### src/rtl/uart_rx_top_if.sv
// Receiver-side bundle: serial line and frame config in, recovered byte and per-frame status out.
// No backpressure; every result is a one-cycle pulse the consumer must catch.
interface uart_rx_top_if;
    logic       rx_in;
    logic       parity_en;
    logic       parity_type;
    logic [7:0] data_out;
    logic       data_valid;
    logic       parity_error;
    logic       stop_error;
    logic       busy;

    modport slave (
        input  rx_in,
        input  parity_en,
        input  parity_type,
        output data_out,
        output data_valid,
        output parity_error,
        output stop_error,
        output busy
    );

    modport master (
        output rx_in,
        output parity_en,
        output parity_type,
        input  data_out,
        input  data_valid,
        input  parity_error,
        input  stop_error,
        input  busy
    );
endinterface

### src/rtl/uart_rx_top.sv
// UART receiver: oversampled majority-vote bit recovery, 8N1 or 8 with parity plus 1 stop bit.
// Result pulses appear 2 + (10 or 11)*PRESCALE cycles after the start edge; no backpressure.
module uart_rx_top #(
    parameter int PRESCALE = 8
) (
    input  logic          clk,
    input  logic          rst,
    uart_rx_top_if.slave  bus
);
    localparam int EW = $clog2(PRESCALE);
    localparam logic [EW-1:0] EDGE_LAST = EW'(PRESCALE - 1);
    localparam logic [EW-1:0] EDGE_S0   = EW'(PRESCALE / 2 - 1);
    localparam logic [EW-1:0] EDGE_S1   = EW'(PRESCALE / 2);
    localparam logic [EW-1:0] EDGE_S2   = EW'(PRESCALE / 2 + 1);

    typedef enum logic [2:0] {
        S_IDLE,
        S_START,
        S_DATA,
        S_PARITY,
        S_STOP
    } state_t;

    logic          sync1_q, sync2_q;
    state_t        state_q, state_d;
    logic [EW-1:0] edge_q, edge_d;
    logic [2:0]    bit_q, bit_d;
    logic [1:0]    smp_q, smp_d;
    logic [7:0]    shift_q, shift_d;
    logic          pen_q, pen_d;
    logic          ptype_q, ptype_d;
    logic          perr_q, perr_d;
    logic          serr_q, serr_d;
    logic [7:0]    data_q, data_d;
    logic          dv_q, dv_d;
    logic          pe_q, pe_d;
    logic          se_q, se_d;

    logic          rx_s;
    logic          maj;
    logic          edge_last;
    logic          at_vote;

    assign rx_s      = sync2_q;
    assign edge_last = (edge_q == EDGE_LAST);
    assign at_vote   = (edge_q == EDGE_S2);
    // Third sample is taken live from rx_s so the vote is usable in the same cycle.
    assign maj       = (smp_q[0] & smp_q[1]) | (smp_q[0] & rx_s) | (smp_q[1] & rx_s);

    always_comb begin
        state_d = state_q;
        edge_d  = edge_q;
        bit_d   = bit_q;
        smp_d   = smp_q;
        shift_d = shift_q;
        pen_d   = pen_q;
        ptype_d = ptype_q;
        perr_d  = perr_q;
        serr_d  = serr_q;
        data_d  = data_q;
        dv_d    = 1'b0;
        pe_d    = 1'b0;
        se_d    = 1'b0;

        if (state_q != S_IDLE) begin
            edge_d = edge_last ? '0 : edge_q + EW'(1);
            if (edge_q == EDGE_S0) smp_d[0] = rx_s;
            if (edge_q == EDGE_S1) smp_d[1] = rx_s;
        end

        unique case (state_q)
            S_IDLE: begin
                edge_d = '0;
                bit_d  = '0;
                if (!rx_s) begin
                    // The detection cycle is edge 0 of the start bit.
                    state_d = S_START;
                    edge_d  = EW'(1);
                    pen_d   = bus.parity_en;
                    ptype_d = bus.parity_type;
                    perr_d  = 1'b0;
                    serr_d  = 1'b0;
                end
            end
            S_START: begin
                if (at_vote && maj) begin
                    state_d = S_IDLE;
                    edge_d  = '0;
                end else if (edge_last) begin
                    state_d = S_DATA;
                end
            end
            S_DATA: begin
                if (at_vote) shift_d = {maj, shift_q[7:1]};
                if (edge_last) begin
                    bit_d = bit_q + 3'd1;
                    if (bit_q == 3'd7) state_d = pen_q ? S_PARITY : S_STOP;
                end
            end
            S_PARITY: begin
                if (at_vote && (maj != (^shift_q ^ ptype_q))) perr_d = 1'b1;
                if (edge_last) state_d = S_STOP;
            end
            S_STOP: begin
                if (at_vote && !maj) serr_d = 1'b1;
                if (edge_last) begin
                    state_d = S_IDLE;
                    pe_d    = perr_d;
                    se_d    = serr_d;
                    if (!perr_d && !serr_d) begin
                        dv_d   = 1'b1;
                        data_d = shift_q;
                    end
                end
            end
            default: begin
                state_d = S_IDLE;
                edge_d  = '0;
                bit_d   = '0;
            end
        endcase
    end

    always_ff @(posedge clk) begin
        if (rst) begin
            sync1_q <= 1'b1;
            sync2_q <= 1'b1;
            state_q <= S_IDLE;
            edge_q  <= '0;
            bit_q   <= '0;
            smp_q   <= '0;
            shift_q <= '0;
            pen_q   <= 1'b0;
            ptype_q <= 1'b0;
            perr_q  <= 1'b0;
            serr_q  <= 1'b0;
            data_q  <= '0;
            dv_q    <= 1'b0;
            pe_q    <= 1'b0;
            se_q    <= 1'b0;
        end else begin
            sync1_q <= bus.rx_in;
            sync2_q <= sync1_q;
            state_q <= state_d;
            edge_q  <= edge_d;
            bit_q   <= bit_d;
            smp_q   <= smp_d;
            shift_q <= shift_d;
            pen_q   <= pen_d;
            ptype_q <= ptype_d;
            perr_q  <= perr_d;
            serr_q  <= serr_d;
            data_q  <= data_d;
            dv_q    <= dv_d;
            pe_q    <= pe_d;
            se_q    <= se_d;
        end
    end

    assign bus.data_out     = data_q;
    assign bus.data_valid   = dv_q;
    assign bus.parity_error = pe_q;
    assign bus.stop_error   = se_q;
    assign bus.busy         = (state_q != S_IDLE);
endmodule

### src/flat_wrapper.sv
// flat-port wrapper written by rule: the top's interface ports become plain ports
module uart_rx_top_flat 
#(
    parameter int PRESCALE = 8
)
  (clk, rst, bus_rx_in, bus_parity_en, bus_parity_type, bus_data_out, bus_data_valid, bus_parity_error, bus_stop_error, bus_busy);
  uart_rx_top_if bus_i ();
  input  logic clk;
  input  logic rst;
  input wire logic [$bits(bus_i.rx_in)-1:0] bus_rx_in;
  input wire logic [$bits(bus_i.parity_en)-1:0] bus_parity_en;
  input wire logic [$bits(bus_i.parity_type)-1:0] bus_parity_type;
  output wire logic [$bits(bus_i.data_out)-1:0] bus_data_out;
  output wire logic [$bits(bus_i.data_valid)-1:0] bus_data_valid;
  output wire logic [$bits(bus_i.parity_error)-1:0] bus_parity_error;
  output wire logic [$bits(bus_i.stop_error)-1:0] bus_stop_error;
  output wire logic [$bits(bus_i.busy)-1:0] bus_busy;
  assign bus_i.rx_in = bus_rx_in;
  assign bus_i.parity_en = bus_parity_en;
  assign bus_i.parity_type = bus_parity_type;
  assign bus_data_out = bus_i.data_out;
  assign bus_data_valid = bus_i.data_valid;
  assign bus_parity_error = bus_i.parity_error;
  assign bus_stop_error = bus_i.stop_error;
  assign bus_busy = bus_i.busy;
  uart_rx_top #(.PRESCALE(PRESCALE)) u_core (.clk(clk), .rst(rst), .bus(bus_i));
endmodule
### config.mk
export PLATFORM = sky130hd
export DESIGN_NAME = uart_rx_top_flat
export DESIGN_NICKNAME = d
export VERILOG_FILES = /design/src/rtl/uart_rx_top_if.sv /design/src/rtl/uart_rx_top.sv /design/src/flat_wrapper.sv
export SDC_FILE = /design/constraint.sdc
export NUM_CORES = 1
export LEC_CHECK = 0
export CAP_MARGIN = 10
export CELL_PAD_IN_SITES_DETAIL_PLACEMENT = 0
export CELL_PAD_IN_SITES_GLOBAL_PLACEMENT = 1
export CORE_MARGIN = 2
export CORE_UTILIZATION = 43
export DETAILED_ROUTE_END_ITERATION = 10
export PLACE_DENSITY = 0.75
export SLEW_MARGIN = 15
export SYNTH_ARGS = -nofsm -noshare
export SYNTH_HDL_FRONTEND = slang
export SYNTH_SLANG_ARGS = --single-unit
### constraint.sdc
create_clock -name clk -period 2.2 [get_ports clk]
set_input_delay 0.22 -clock clk [delete_from_list [all_inputs] [get_ports clk]]
set_output_delay 0.22 -clock clk [all_outputs]
set_load 0.005 [all_outputs]
Word level (Yosys, flattened, before mapping). Cells that the tools add are included. W data, S select, Z words.

Register bits: 36. Output and inout port bits: 12.

Add/sub/neg operators: 2. Equal/unequal tests: 17. Muxes and demuxes: 23. Bitwise gates (word level): 10. Reduce and logical (&&, ||, !) cells: 24.

Operators by type and width (count): $mux W3 (12); $eq A3 B3 Y1 const B (5); $pmux W3 S5 (1); $reduce_and A2 Y1 (6); $ne A2 B1 Y1 const B (5); $eq A3 B2 Y1 const B (3); $pmux W3 S3 (1); $reduce_or A3 Y1 (3); $reduce_xor A8 Y1 (1); $add A3 B1 Y3 const B (2); $mux W1 (6); $pmux W3 S2 (1); $reduce_and A3 Y1 (2); $reduce_and A6 Y1 (1); $logic_and A1 B1 Y1 (4); $not A1 Y1 (4); $pmux W1 S2 (2); $reduce_bool A2 Y1 (2); $and A1 B1 Y1 (3); $eq A3 B1 Y1 const B (1); $logic_not A1 Y1 (3); $logic_not A3 Y1 (1); $ne A3 B1 Y1 const B (1); $reduce_bool A3 Y1 (1); other kinds (4) (5).

Depth between registers and ports, before layout. Gate-level depths: netlist of run 1.

Depth in word-level cells: 10. Mapped depth: 7. Depth with buffers taken out: 6.

Worst setup path before layout of run 1. No wires, ideal clock.

Path type: register to register. Start: reg u_core.edge_q[0]. End: reg u_core.bit_q[0]. Setup time: 71 ps. Arrival time: 1494 ps. Required time: 2129 ps. Path slack: 635 ps. Cell stages (with the launch flop): 8. Buffers on the path: 1. Period minus slack after synthesis: 1565 ps. Path through: dfxtp_1 ha_1 ha_1 buf_2 nor3b_1 o21ai_0 a21o_1 a21oi_1.

Word-level cells in the longest chain between the ends: 3.

Ends and longest elaborated chain: from (decl) (RTL line uart_rx_top.sv:26) `logic [EW-1:0] edge_q, edge_d;`; from (signal assigned) (RTL line uart_rx_top.sv:145) `edge_q <= edge_d;`; $eq A3 B3 Y1 (RTL line uart_rx_top.sv:45) `assign edge_last = (edge_q == EDGE_LAST);`; $ne A2 B1 Y1 (no source line); $reduce_and A2 Y1 (no source line); to (signal assigned) (RTL line uart_rx_top.sv:146) `bit_q <= bit_d;`; to (decl) (RTL line uart_rx_top.sv:27) `logic [2:0] bit_q, bit_d;`.

Every way passes these cells. A chain may end at the register's enable or synchronous reset.

Worst setup path after layout of run 1.
Start: reg u_core.state_q[2]. End: out bus_busy.

Word-level cells in the longest chain between the ends: 1.

Ends and longest elaborated chain: from (decl) (RTL line uart_rx_top.sv:25) `state_t state_q, state_d;`; from (signal assigned) (RTL line uart_rx_top.sv:144) `state_q <= state_d;`; $reduce_bool A3 Y1 (RTL line uart_rx_top.sv:164) `assign bus.busy = (state_q != S_IDLE);`; to (decl) (RTL line flat_wrapper.sv:17) `output wire logic [$bits(bus_i.busy)-1:0] bus_busy;`.

Every way passes these cells.

==> reports/metrics.csv, run 1 <==
metric;value;unit
rows;23;
place_hpwl;2610;um
core_area;3970;um^2
h-tree-depth;2;
p_int;1.01;mW
grt_pass1_vias;1264;
nets;224;
finalHoldWorstSlack;0.416;ns
ir_drop;401;uV
clk_path_buf_depth;2;
yosysTopAreaCellShare;41.0;%
clkLatencyLatePin;0.29;ns
drcViolationCount;0;
wl;3540;um
antenna_found_initial;0;
fmax;511;MHz
drive_gt1_share;11.3;%
p_comb_share;3.8;%
die_h;67.9;um
clock-sinks;36;
fin_setup_tns;0;ns
setup_violations;0;
grt_pass1_wl;5920;um
syn_avg_cell_area;9.02;um^2
seqPwrFrac;51.7;%
worstPathRequired;1.98;ns
dp_cells;254;
p_switching;0.271;mW
hp-class;flop to flop;
initial_core_util;44.3;%
rsz0062_at_grt;false;
ys_types;45;
fin_skew;0.00910;ns
cts_root_buf;clkbuf_8;
p_sw_share;21.1;%
dieArea;4620;um^2
crit_start;u_core.state_q[2];
status;finished, final reports clean;
track_usage;17.3;%
syn_area;1760;um^2
slew_headroom;58.7;%
period_share;89.0;%
drv_cap;0;
synth_nets;208;
synth_cells;195;
hold_buffers;0;
cp_max_fo;17;
ys_seq_area_share;41.0;%
die_w;67.9;um
cts_setup_buffers;0;
detail-route-antenna-nets;0;
overflow;0;
cts_tree;yes;
endpoint_kind;output pin;
syn2layout_area_growth;17.9;%
worst_pin_slew;0.617;ns
startpoint_type;flop;
arrival;1.74;ns
cts_buffers;5;
pwr-share-clk;44.5;%
cts_resized;0;
ys_warn_count;0;
finalPower;1.29;mW
drt_pass1_iterations;4;
routabilityCongestion;0.739;
ios;17;
grt_max_degree;25;
finalHoldViolCount;0;
clk_pin_slew;0.07;ns
fin_cells;262;
critPathKind;flop to output pin;
final_util;52.2;%
drt_iter0_markers;77;
post_drt_wl_per_cell;13.5;um
ys_ff_latch;36;
num_vias;1399;
worstHoldStart;u_core.sync1_q;
period_minus_slack;1.96;ns
timing.rr.start;u_core.state_q[1];
via_per_inst;5.34;
synth_top_area_cell;dfxtp_1;
synth_area_leaders;dfxtp_1 (41%), ha_1 (5.7%), mux2i_1 (5.1%);
p_leak;0.739;nW
diodes;0;
slew_violations;0;
p_per_area;620;nW/um^2
port_buffers;16;
[power groups by stage]
stage	clock network [mW]	registers (mW)	logic, mW
after floorplan	0	0.675	0.0345
after global placement	0	0.679	0.0488
after detailed placement	0	0.680	0.0501
after CTS	0.589	0.664	0.0501
after global routing	0.617	0.665	0.0547
final	0.572	0.665	0.0493
[synthesized netlist by cell type, drive strengths merged]
cell type and n:
mux2i 9, maj3 1, a22oi 1, a31oi 1, or2 4, and2 2
clkbuf 5, o211ai 1, a21o 3, nand4 1, or3 1, xor2 1
inv 5, o22ai 1, o32ai 1, nor4 2, a21oi 17, nand3 11
xnor2 3, o31ai 1, a211oi 2, nor2b 4, or4 1, nand3b 1
dfxtp 36, ha 8, nor3 3, nand2b 3, nor3b 5, nand2 17
a221oi 1, nor2 18, o21ai 13, a21bo 1, and3b 2, nor4b 1
xnor3 2, buf 6
[through the flow]
step	instance area, um^2	setup slack, ns
after floorplan	1760	0.635
after global placement	1960	0.507
after detailed placement	1960	0.477
after CTS	2070	0.217
after global routing	2070	0.144
final	2070	0.243
[flip-flops by register name (all words and copies together) (netlist names)]
signal	flops
u_core.bit_q	3
u_core.bus.data_out	8
u_core.bus.data_valid	1
u_core.bus.parity_error	1
u_core.bus.stop_error	1
u_core.edge_q	3
u_core.pen_q	1
u_core.perr_q	1
u_core.ptype_q	1
u_core.rx_s	1
u_core.serr_q	1
u_core.shift_q	8
u_core.smp_q	2
u_core.state_q	3
u_core.sync1_q	1
[cell type report]
cell class / count / area [um^2]
Fill cell: 394 / 1900
Clock buffer: 5 / 68.8
Tap cell: 50 / 62.6
Inverter: 5 / 18.8
Timing Repair Buffer: 20 / 190
Sequential cell: 36 / 721
Clock inverter: 3 / 42.5
Multi-Input combinational cell: 143 / 970
[per-layer routing]
metal	up-vias	share of wire, %	track usage [%]
li1	711	-	-
met1	658	50	23.1
met2	23	45	26.3
met3	7	4.1	5.92
met4	0	1.4	5.25
met5	-	0	0
[cell families after synthesis]
family | share of synthesized area [%]
simple gates | 23.1
compound gates | 16.1
fa+ha+maj | 6.33
xor+xnor | 4.56
mux | 5.12
buf+inv | 3.84
flops | 41.0
[placed cells by master, fill, tap and decap left out, drive strengths merged, types with 2 or more instances in the layout]
master and count:
clkdlybuf4s50 16, or2 4, ha 8, and2 2, and3b 2, dfxtp 36
nor3b 5, o21ai 13, nor3 3, a21oi 17, nand3 11, buf 4
nand2b 3, clkbuf 5, xnor2 3, nor2 18, a21o 3, inv 5
nand2 17, nor4 2, nor2b 4, xnor3 2, a211oi 2, mux2i 9
[final timing paths]
check	end	slack, ns	cells after the start
setup / recovery	bus_busy	0.24	2
hold reg to reg	u_core.rx_s	0.42	1
hold / removal	u_core.rx_s	0.42	1
setup reg to reg	u_core.shift_q[1]	0.46	4
[critical path: stages, from the launching register on]
cell,delay [ns]
dfxtp_1,0.67
or3_1,0.26
clkdlybuf4s50_1,0.52
(Power assumes the default switching activity.)
==> inputs of run 2 (changes only) <==
--- a/config.mk
+++ b/config.mk
@@ -12,7 +12,6 @@
 export CORE_UTILIZATION = 43
 export DETAILED_ROUTE_END_ITERATION = 10
 export PLACE_DENSITY = 0.75
-export SLEW_MARGIN = 15
 export SYNTH_ARGS = -nofsm -noshare
 export SYNTH_HDL_FRONTEND = slang
 export SYNTH_SLANG_ARGS = --single-unit
==> results of run 2 <==
Same layout as run 1: the final DEF is identical, and so are final timing and power.
==> edit 1: new RTL, settings of run 2 <==
Make the reset (`rst`) asynchronous in one clocked block.
--- a/src/rtl/uart_rx_top.sv
+++ b/src/rtl/uart_rx_top.sv
@@ -121,7 +121,7 @@
         endcase
     end
 
-    always_ff @(posedge clk) begin
+    always_ff @(posedge clk or posedge rst) begin
         if (rst) begin
             sync1_q <= 1'b1;
             sync2_q <= 1'b1;
Formal check against the unedited RTL: differs if rst is asserted again (counterexample within 4 cycles, from zero or initial values and one cycle with rst high); with rst held inactive, the same outputs for 10 cycles.
==> edit 1 against run 2 <==
- final cell count down 19%
- fmax down 4.0%
- wire length down 14%
- worst setup slack worse by 82 ps
- register-to-register slack worse by 300 ps
- design area down 1.3%
- die area down 1.9%
- sequential cell count unchanged
- first-iteration DRC count up 19%
- core utilization up 0.064 points
- area after synthesis down 2.0%
- sequential share of layout area up 9.4 points
- critical path type is now flop to flop
- critical endpoint is now u_core.bus.data_out[3]$_DFFE_PP0P_
Power is not compared: it rests on default switching activity, and its combinational part moved more than twofold at a synthesized area within 25%.
==> edit 1: results <==
[status]
outcome = "finished, final reports clean"

[grt]
grt_pass1_vias = 1102
grt_max_degree = 37
grt_pass1_wl_um = 5050
globalRouteTotalUtil = 0.155
antenna_found_initial = 0

[synth]
avgSynthCellArea_um2 = 12.7
synth-seq-area-share = 0.524
yosys.cell_types.count = 36
synth_ff_type = "dfrtp_1"
synth_nets = 149
synth_common_cells = "dfrtp_1, mux2_2, inv_1, ha_1, mux2_4"
yosysWarnings = 0
yosys-top-cells-area = "dfrtp_1, mux2_2, mux2_4"
async_reset_ff_frac = 1.00

[placement]
port_buffers = 16
place_inst = 204
dp_slack_ps = 196
dp_hpwl_um = 2220
dpl-instance-area_mm2 = 0.00197
place_congestion = 0.834

[final_layout]
diodes = 0
drive_gt1_frac = 0.236
fillers = 352
nets = 174

[clocking]
htreeDepth = 2
worstSkewPairLatency_ps = 280
clk_pin_slew_worst_paths_ps = 70
root_buffer = "clkbuf_8"
cts_buffers = 5
cts_buffer_depth = 2
cts_resized = 0
cts_setup_buffers = 0

[route]
postRouteWirelength_um = 3050
routedWlPerCell_um = 14.5
first_iter_violations = 92
ant_nets = 0
first_pass_iters = 4
viasPerCell = 5.23

[timing]
tightest_slew_ps = 461
clock_skew_ps = 3.20

[hold_path]
hold_path_class = "input pin to flop"

[run]
max_cap_viol_count = 0

[critical_path]
crit_fanout = 9

[power_and_ir_drop]
p_leak_uw = 0.000961
ir_drop_v = 0.000407
## edit 1: cell count changes after synthesis, moves of 7 or more
| cell | change |
|---|---|
| mux2_4 | +8 |
| dfxtp_1 | -36 |
| o21ai_0 | -8 |
| nand2_1 | -10 |
| nor2_1 | -13 |
| dfrtp_1 | +34 |
| nand3_1 | -10 |
| a21oi_1 | -13 |
| mux2_2 | +12 |
| mux2i_1 | -7 |
## edit 1: cell families after synthesis
| group | count (synthesis) | synth area share |
|---|---|---|
| AND/OR/NAND/NOR | 27 | 0.0850 |
| AO/OA/AOI/OAI | 21 | 0.0835 |
| buffers and inverters | 13 | 0.0327 |
| adder cells (fa/ha/maj) | 9 | 0.0661 |
| multiplexers | 22 | 0.160 |
| flip-flops | 36 | 0.524 |
| XOR/XNOR | 8 | 0.0487 |
## edit 1: area by class of cell
class | instances | area, um^2 | area share
Sequential cell | 36 | 903 | 0.442
Multi-Input combinational cell | 87 | 763 | 0.373
Timing Repair Buffer | 22 | 205 | 0.100
Clock buffer | 6 | 72.6 | 0.0355
Tap cell | 50 | 62.6 | 0.0306
Inverter | 9 | 33.8 | 0.0165
Clock inverter | 1 | 5.00 | 0.00245
## edit 1: critical path: stages (launching register included)
cell and delay (ps):
dfrtp_1 400, ha_1 230, ha_1 310, nand2_1 110
or4_4 540, mux2_4 340
## edit 1: path summary, 6_finish.rpt
kind | to | from | cells after the start | slack, ps
setup reg to reg | u_core.bus.data_out[3]$_DFFE_PP0P_ | u_core.edge_q[0]$_DFF_PP0_ | 5 | 160
min in group asynchronous | u_core.shift_q[6]$_DFFE_PP0P_ | rst | 3 | 350
hold reg to reg | u_core.rx_s$_DFF_PP1_ | u_core.sync1_q$_DFF_PP1_ | 0 | 360
max in group asynchronous | u_core.rx_s$_DFF_PP1_ | rst | 3 | 1510
hold / removal | u_core.sync1_q$_DFF_PP1_ | bus_rx_in | 1 | 340
setup / recovery | u_core.bus.data_out[3]$_DFFE_PP0P_ | u_core.edge_q[0]$_DFF_PP0_ | 5 | 160
## edit 1: power groups by stage
| stage | registers [uW] | clock network (uW) | logic (uW) |
|---|---|---|---|
| after floorplan | 861 | 0 | 435 |
| after global placement | 873 | 0 | 576 |
| after detailed placement | 881 | 0 | 585 |
| after CTS | 869 | 448 | 587 |
| after global routing | 882 | 481 | 651 |
| final | 867 | 428 | 581 |
## edit 1: layer usage
metal | part of all wire | global-route usage | vias up
met5 | 0 | 0 | -
met4 | 0.011 | 0.0612 | 0
met3 | 0.044 | 0.0550 | 4
met2 | 0.51 | 0.264 | 27
met1 | 0.43 | 0.177 | 546
li1 | - | - | 526
==> edit 2: new RTL, settings of run 2 <==
Made on the original files. `PRESCALE` is set to 8 in 2 places; all go to 16.
--- a/src/rtl/uart_rx_top.sv
+++ b/src/rtl/uart_rx_top.sv
@@ -1,7 +1,7 @@
 // UART receiver: oversampled majority-vote bit recovery, 8N1 or 8 with parity plus 1 stop bit.
 // Result pulses appear 2 + (10 or 11)*PRESCALE cycles after the start edge; no backpressure.
 module uart_rx_top #(
-    parameter int PRESCALE = 8
+    parameter int PRESCALE = 16
 ) (
     input  logic          clk,
     input  logic          rst,
--- a/src/flat_wrapper.sv
+++ b/src/flat_wrapper.sv
@@ -1,7 +1,7 @@
 // flat-port wrapper written by rule: the top's interface ports become plain ports
 module uart_rx_top_flat 
 #(
-    parameter int PRESCALE = 8
+    parameter int PRESCALE = 16
 )
   (clk, rst, bus_rx_in, bus_parity_en, bus_parity_type, bus_data_out, bus_data_valid, bus_parity_error, bus_stop_error, bus_busy);
   uart_rx_top_if bus_i ();
Formal check against the unedited RTL: not equivalent (Yosys sat finds a counterexample within 10 cycles, from zero or initial values and one cycle with rst high).
==> edit 2 against run 2 <==
- count of clock-buffer cells in the layout rose by 1
- wire length fell by 7.1%
- via count fell by 10%
- core utilization fell by 0.82 points
- sequential share of layout area rose by 1.5 points
- sequential cell count rose by 1
- power rose by 4.8%
- area after synthesis fell by 0.14%
- worst setup slack got worse by 130 ps
- non-clock buffer count fell by 1
- combinational power fell by 9.7%
- design area fell by 1.6%
- critical path type unchanged
- largest cell class unchanged
- highest routed layer unchanged
==> edit 2: results <==
[timing]
relSlewSlack = 0.581
setup_ws_ps = 118
clock_skew_ps = 12.8
hold_slack_ps = 431

[synth]
synth_common_cells = "dfxtp_1, nor2_1, mux2i_1, a21oi_1, xnor2_1"
synth_nets = 186
yosys.cell_types.count = 46
avgSynthCellArea_um2 = 9.97
synth-seq-area-share = 0.422
yosys-top-cells-area = "dfxtp_1, mux2i_1, nor2_1"

[critical_path]
reg2reg_from = "u_core.state_q[2]$_SDFFE_PP0P_"
slowest_delay_ps = 730
crit_fanout = 16
cpMaxStageDelayCell = "dfxtp_1"
cp.arrival_ps = 1860
crit_path_start = "u_core.state_q[0]$_SDFFE_PP0P_"
timing.rr.end = "u_core.bus.data_out[5]$_SDFFE_PP0P_"
reg2reg_slack_ps = 430
crit_family = "flip-flops"

[final_layout]
postLayoutCellArea_mm2 = 0.00204
nets = 202
fillers = 382
drive_gt1_frac = 0.119

[grt]
globalRouteTotalUtil = 0.160
grt_max_degree = 17
met1_usage = 0.217
grt_pass1_wl_um = 5290
gr-usage-met3 = 0.0543
grt_util_met2 = 0.225
grt_pass1_vias = 1112

[power_and_ir_drop]
pwr-share-comb = 0.033
p_int_uw = 1060
powerClk_uw = 619
p_leak_uw = 0.000770
cellPowerDensity_mw_per_mm2 = 660
ir_drop_v = 0.000436

[status]
outcome = "finished, final reports clean"

[route]
num_vias = 1256
viasPerCell = 5.17
drcViolationCount = 0
first_iter_violations = 75
routedWlPerCell_um = 13.5

[hold_path]
whs_path_depth = 1

[placement]
place_congestion = 0.798
dp_hpwl_um = 2340
dpl-instance-area_mm2 = 0.00192
dp_slack_ps = 443
## edit 2: changes by cell type after synthesis, sizes merged, moves of 8 or more
cell / run 2 / this run
a21oi: 17 / 8
mux2i: 9 / 21
nand2: 17 / 5
nand3: 11 / 3
nor2: 18 / 32
o21ai: 13 / 3
## edit 2: cell families (layout without fill, tap and decap cells)
kind of cell,count (synthesis),in the layout,synth area share
simple gates,63,63,0.202
flops,37,37,0.422
compound gates,25,25,0.105
mux,21,21,0.120
buf+inv,15,32,0.0563
xor+xnor,9,9,0.0527
fa+ha+maj,6,6,0.0421
## edit 2: layout make-up
type | instances | share of cell area
clock buffer | 6 | 0.0405
inverter | 5 | 0.00920
sequential | 37 | 0.363
tap | 50 | 0.0307
multi-input combinational | 124 | 0.449
clock inverter | 2 | 0.0184
timing repair buffer | 19 | 0.0895
## edit 2: per-layer routing
layer	part of all wire	wire length [um]
met2	0.45	1470
met5	0	0
met4	0.020	66
met1	0.50	1660
met3	0.027	89
